===== src/rtl/rom_stream_reader.sv =====
// rtl/rom_stream_reader.sv - walks a synchronous ROM for a start/count burst and streams the words out
// through a 2-entry buffer that absorbs downstream backpressure without dropping or repeating words.
module rom_stream_reader #(
  parameter int ADDR_W = 3,
  parameter int DATA_W = 8,
  parameter int CNT_W  = 4
) (
  input  logic              clk,
  input  logic              rst,
  input  logic              start,
  input  logic [ADDR_W-1:0] start_addr,
  input  logic [CNT_W-1:0]  count,
  output logic              busy,
  output logic              done,
  output logic [ADDR_W-1:0] rom_addr,
  output logic              rom_en,
  input  logic [DATA_W-1:0] rom_data,
  output logic [DATA_W-1:0] out_data,
  output logic              out_valid,
  input  logic              out_ready,
  output logic              out_last
);

  typedef enum logic [1:0] {
    S_IDLE  = 2'd0,
    S_READ  = 2'd1,
    S_DRAIN = 2'd2,
    S_DONE  = 2'd3
  } state_t;

  state_t state_q, state_d;

  logic [CNT_W-1:0]  count_q;
  logic [CNT_W-1:0]  issued_q;
  logic [CNT_W-1:0]  popped_q;
  logic [ADDR_W-1:0] rom_addr_q;
  logic              inflight_q;

  logic [DATA_W-1:0] fifo_mem [2];
  logic              wr_ptr_q;
  logic              rd_ptr_q;
  logic [1:0]        occ_q;

  logic accept;
  logic room;
  logic final_issue;
  logic pop;
  logic last_pop;
  logic store;
  logic pop_fifo;
  logic [DATA_W-1:0] head_data;

  assign accept      = (state_q == S_IDLE) && start;
  // Words owed to the buffer: stored entries plus the read whose data arrives this cycle.
  assign room        = ({1'b0, occ_q} + {2'b00, inflight_q}) < 3'd2;
  assign final_issue = rom_en && (issued_q == count_q - CNT_W'(1));
  assign pop         = out_valid && out_ready;
  assign last_pop    = pop && out_last;

  // An arriving word that is consumed straight away while the buffer is empty is never stored.
  assign store    = inflight_q && !((occ_q == 2'd0) && pop);
  assign pop_fifo = pop && (occ_q != 2'd0);

  // State register.
  always_ff @(posedge clk) begin
    if (rst) begin
      state_q <= S_IDLE;
    end else begin
      state_q <= state_d;
    end
  end

  // Next-state logic.
  always_comb begin
    state_d = state_q;
    case (state_q)
      S_IDLE: begin
        if (start) begin
          state_d = (count == '0) ? S_DONE : S_READ;
        end
      end
      S_READ: begin
        if (final_issue) begin
          state_d = S_DRAIN;
        end
      end
      S_DRAIN: begin
        if (last_pop) begin
          state_d = S_DONE;
        end
      end
      S_DONE: begin
        state_d = S_IDLE;
      end
      default: begin
        state_d = S_IDLE;
      end
    endcase
  end

  // FSM outputs.
  always_comb begin
    busy   = 1'b0;
    done   = 1'b0;
    rom_en = 1'b0;
    case (state_q)
      S_IDLE: begin
        busy = 1'b0;
      end
      S_READ: begin
        busy   = 1'b1;
        rom_en = room;
      end
      S_DRAIN: begin
        busy = 1'b1;
      end
      S_DONE: begin
        busy = 1'b1;
        done = 1'b1;
      end
      default: begin
        busy = 1'b0;
      end
    endcase
  end

  // Burst bookkeeping and ROM address walk.
  always_ff @(posedge clk) begin
    if (rst) begin
      count_q    <= '0;
      issued_q   <= '0;
      popped_q   <= '0;
      rom_addr_q <= '0;
      inflight_q <= 1'b0;
    end else begin
      inflight_q <= rom_en;
      if (accept) begin
        count_q  <= count;
        issued_q <= '0;
        popped_q <= '0;
        if (count != '0) begin
          rom_addr_q <= start_addr;
        end
      end
      if (rom_en) begin
        issued_q <= issued_q + CNT_W'(1);
        // After the final read the address stays on the last word fetched.
        if (!final_issue) begin
          rom_addr_q <= rom_addr_q + ADDR_W'(1);
        end
      end
      if (pop) begin
        popped_q <= popped_q + CNT_W'(1);
      end
    end
  end

  // Two-entry output buffer.
  always_ff @(posedge clk) begin
    if (rst) begin
      fifo_mem[0] <= '0;
      fifo_mem[1] <= '0;
      wr_ptr_q    <= 1'b0;
      rd_ptr_q    <= 1'b0;
      occ_q       <= 2'd0;
    end else begin
      if (store) begin
        fifo_mem[wr_ptr_q] <= rom_data;
        wr_ptr_q           <= ~wr_ptr_q;
      end
      if (pop_fifo) begin
        rd_ptr_q <= ~rd_ptr_q;
      end
      case ({store, pop_fifo})
        2'b10:   occ_q <= occ_q + 2'd1;
        2'b01:   occ_q <= occ_q - 2'd1;
        default: occ_q <= occ_q;
      endcase
    end
  end

  assign head_data = (occ_q != 2'd0) ? fifo_mem[rd_ptr_q] : rom_data;
  assign out_valid = (occ_q != 2'd0) || inflight_q;
  assign out_data  = out_valid ? head_data : '0;
  assign out_last  = out_valid && (popped_q == count_q - CNT_W'(1));
  assign rom_addr  = rom_addr_q;

endmodule


===== config.mk =====
export PLATFORM = sky130hd
export DESIGN_NAME = rom_stream_reader
export DESIGN_NICKNAME = d
export VERILOG_FILES = /design/src/rtl/rom_stream_reader.sv
export SDC_FILE = /design/constraint.sdc
export NUM_CORES = 1
export LEC_CHECK = 0
export ABC_AREA = 1
export CORE_MARGIN = 1
export CORE_UTILIZATION = 55
export CTS_BUF_LIST = sky130_fd_sc_hd__clkbuf_4
export CTS_CLUSTER_SIZE = 25
export DETAILED_ROUTE_END_ITERATION = 10
export GPL_ROUTABILITY_DRIVEN = 0
export GPL_TIMING_DRIVEN = 0
export PLACE_DENSITY = 0.82
export SETUP_SLACK_MARGIN = 0.3
export SYNTH_ARGS = -nofsm -noshare
export SYNTH_HDL_FRONTEND = slang
export SYNTH_SLANG_ARGS = --single-unit

===== constraint.sdc =====
create_clock -name clk -period 2.48 [get_ports clk]
set_clock_uncertainty 0.1 [all_clocks]
set_input_delay 0.248 -clock clk [delete_from_list [all_inputs] [get_ports clk]]
set_output_delay 0.248 -clock clk [all_outputs]
set_load 0.02 [all_outputs]

==> flow_summary.ini <==
[timing]
fin_setup_tns_ns = 0
max_freq_ghz = 0.474
finalHoldViolations = 0
worst_pin_slew_ns = 0.509
finalCriticalPeriod_ns = 2.11
rsz0062_at_grt = yes
period_share_pct = 85.1
setup_viol = 0
final_max_slew_viol_count = 0
hold_ws_ns = 0.364
maxSlewHeadroom_pct = 66.1

[global_routing]
grt.overflow.total = 0
grt_pass1_vias = 1661
grt_max_degree = 12
grt_pass1_wl_mm = 7.56
track_usage_pct = 24.0
antenna_found_initial = 0

[min_path]
hold_path_class = flop to flop
hold_start = rd_ptr_q
hold_depth = 1
worstHoldEndpoint = rd_ptr_q

[cts]
cts_max_level = 2
cts_buffer_depth = 2
clock-sinks = 39
worstSkewPairLatency_ns = 0.33
numCtsBuffers = 5
cts_root_buf = clkbuf_4
postCtsHoldBufs = 0
cts_tree = built
clk_pin_slew_ns = 0.11

[pwr]
swShare_pct = 39.7
power_leakage_uw = 0.00118
intPower_uw = 1270
pwr-share-comb_pct = 44.5
p_switching_uw = 833
sequentialPowerShare_pct = 39.7
power_density_mw_per_mm2 = 809
vdd_drop_max_v = 0.000504
p_clk_share_pct = 15.8

[worst_setup_path]
worstSetupEndpointType = flop
crit_path_start_kind = primary input
reg2reg_slack_ns = 0.42
rr_worst_depth = 7
arrival_ns = 2.04
crit_required_ns = 2.41
path_class = primary input to flop
rr_startpoint = occ_q[1]
cp_max_fo = 10
r2r-end = fifo_mem[0][3]

[place]
port_buffers = 34
placed_area_mm2 = 0.00250
dp.cells = 353
hpwl_mm = 3.35

[floorplanning]
start_util_pct = 57.2
dieArea_mm2 = 0.00406
rows = 22
dieHeight_um = 63.7
core_mm2 = 0.00366
io_pins = 35
die_w_um = 63.7

[detailed_routing]
firstDrtPassIters = 8
num_vias = 1911
ant_nets = 0
via_per_inst = 5.24
post-route-drc-count = 1
routed_wl_mm = 4.55
drt_iter0_drc = 105
wl_per_cell_um = 12.5

[layout]
layout_commonest_cell = nand2_1
fin_area_mm2 = 0.00259
filler_cell_count = 293
finalNonFillerCells = 365
final_nets = 345
final_cell_mix = nand2_1, nor2_1, inv_1, nand3_1, clkdlybuf4s50_1
num_antenna_cells = 0
area_growth_pct = 23.8
drive_gt1_share_pct = 14.5

[logic_synthesis]
synthFlopType = dfxtp_1
seq_area_frac_synth_pct = 44.9
synth-warning-count = 0
synth.avg_cell_area_um2 = 7.73
synthCells = 271
async_flop_share_pct = 0
netlist_area_mm2 = 0.00210
synth.ff_latch_count = 39
yosysUniqueCellTypes = 28
syn_nets = 300
synth_edf_count = 16

[run_status]
status = finished, violations left
violations = design-rule violations

[run]
cap_violations = 0
==> repair_timing <==
item	in CTS	in global routing
setup buffers	1	3
setup endpoints to repair	22	17
pin swaps	0	2
resized for setup	22	17
==> sequential cells by signal (all words and copies together), names as in the netlist, named ones only <==
signal / cells
fifo_mem: 16
rd_ptr_q: 1
issued_q: 4
rom_addr: 3
state_q: 2
popped_q: 4
occ_q: 2
inflight_q: 1
wr_ptr_q: 1
count_q: 4
==> kinds of logic after synthesis <==
group,after synthesis,share of synthesized area [%]
and+or+nand+nor,127,26.1
AOI/OAI and AO/OA,47,13.4
buffers and inverters,45,8.18
DFF,39,44.9
adders and majority gates,10,5.97
muxes,2,1.07
xor gates and xnor gates,1,0.418
==> through the flow <==
step,utilization (%),total power (uW),worst slack (ns)
floorplan,-,1460,0.720
global placement,68.2,1740,-0.110
detailed placement,68.2,1760,-0.122
CTS,70.0,2080,0.265
global route,70.8,2260,0.279
finish,70.8,2100,0.368
==> worst max-delay path: stages <==
cell and delay (ns):
clkdlybuf4s50_1 0.54, inv_1 0.14, clkbuf_1 0.42, nand2_1 0.39, nand2_2 0.31
==> worst max path at each step <==
| stage | slack [ns] | cells after the start | end | from |
|---|---|---|---|---|
| 2_1_floorplan | 0.72 | 4 | out_data[2] | occ_q[0] |
| 5_1_grt | 0.28 | 5 | fifo_mem[0][2] | rst |
| 3_3_place_gp | -0.11 | 5 | fifo_mem[1][1] | rst |
| 3_5_place_dp | -0.12 | 5 | fifo_mem[1][1] | rst |
| 6_report | 0.37 | 5 | fifo_mem[0][3] | rst |
| 4_1_cts | 0.26 | 5 | out_data[4] | occ_q[0] |
==> cell type report <==
class                   instances  area, um2  area share, %
repair buffers                 38        342           13.2
inverters                      41        158           6.08
multi-input cells             187       1010           39.0
flip-flops and latches         39        945           36.4
clock buffers                   7       52.6           2.03
well taps                      48       60.1           2.32
clock inverters                 1       5.00          0.193
plain buffers                   4       21.3          0.820
==> power by group through the flow <==
stage / Clock (uW) / Sequential [uW] / Combinational (uW)
floorplan: 0 / 857 / 605
global placement: 0 / 843 / 893
detailed placement: 0 / 846 / 916
CTS: 338 / 830 / 907
global route: 367 / 846 / 1040
finish: 332 / 833 / 933
==> synthesized netlist by cell type (3+ instances only) <==
library cell   n  area share (%)
dfxtp_1       23              22
inv_1         35             6.3
a31oi_1        3            0.90
o21ai_0       15             3.6
a21oi_1       15             3.6
nand3_1       25             6.0
inv_2          6             1.1
nor2_2         3            0.90
edfxtp_1      16              23
ha_1          10             6.0
nand2_1       50             9.0
nor2_1        41             7.3
o32ai_1        5             2.1
o211ai_1       3             1.1
==> routing by layer <==
metal  GRT usage, %  wire length (um)  vias to the layer above
met2           37.9              2140                       50
li1               -                 -                      991
met3           4.46               218                        4
met1           33.9              2160                      866
met5              0                 0                        -
met4           5.97                23                        0
Power figures use the tool's default switching activity.
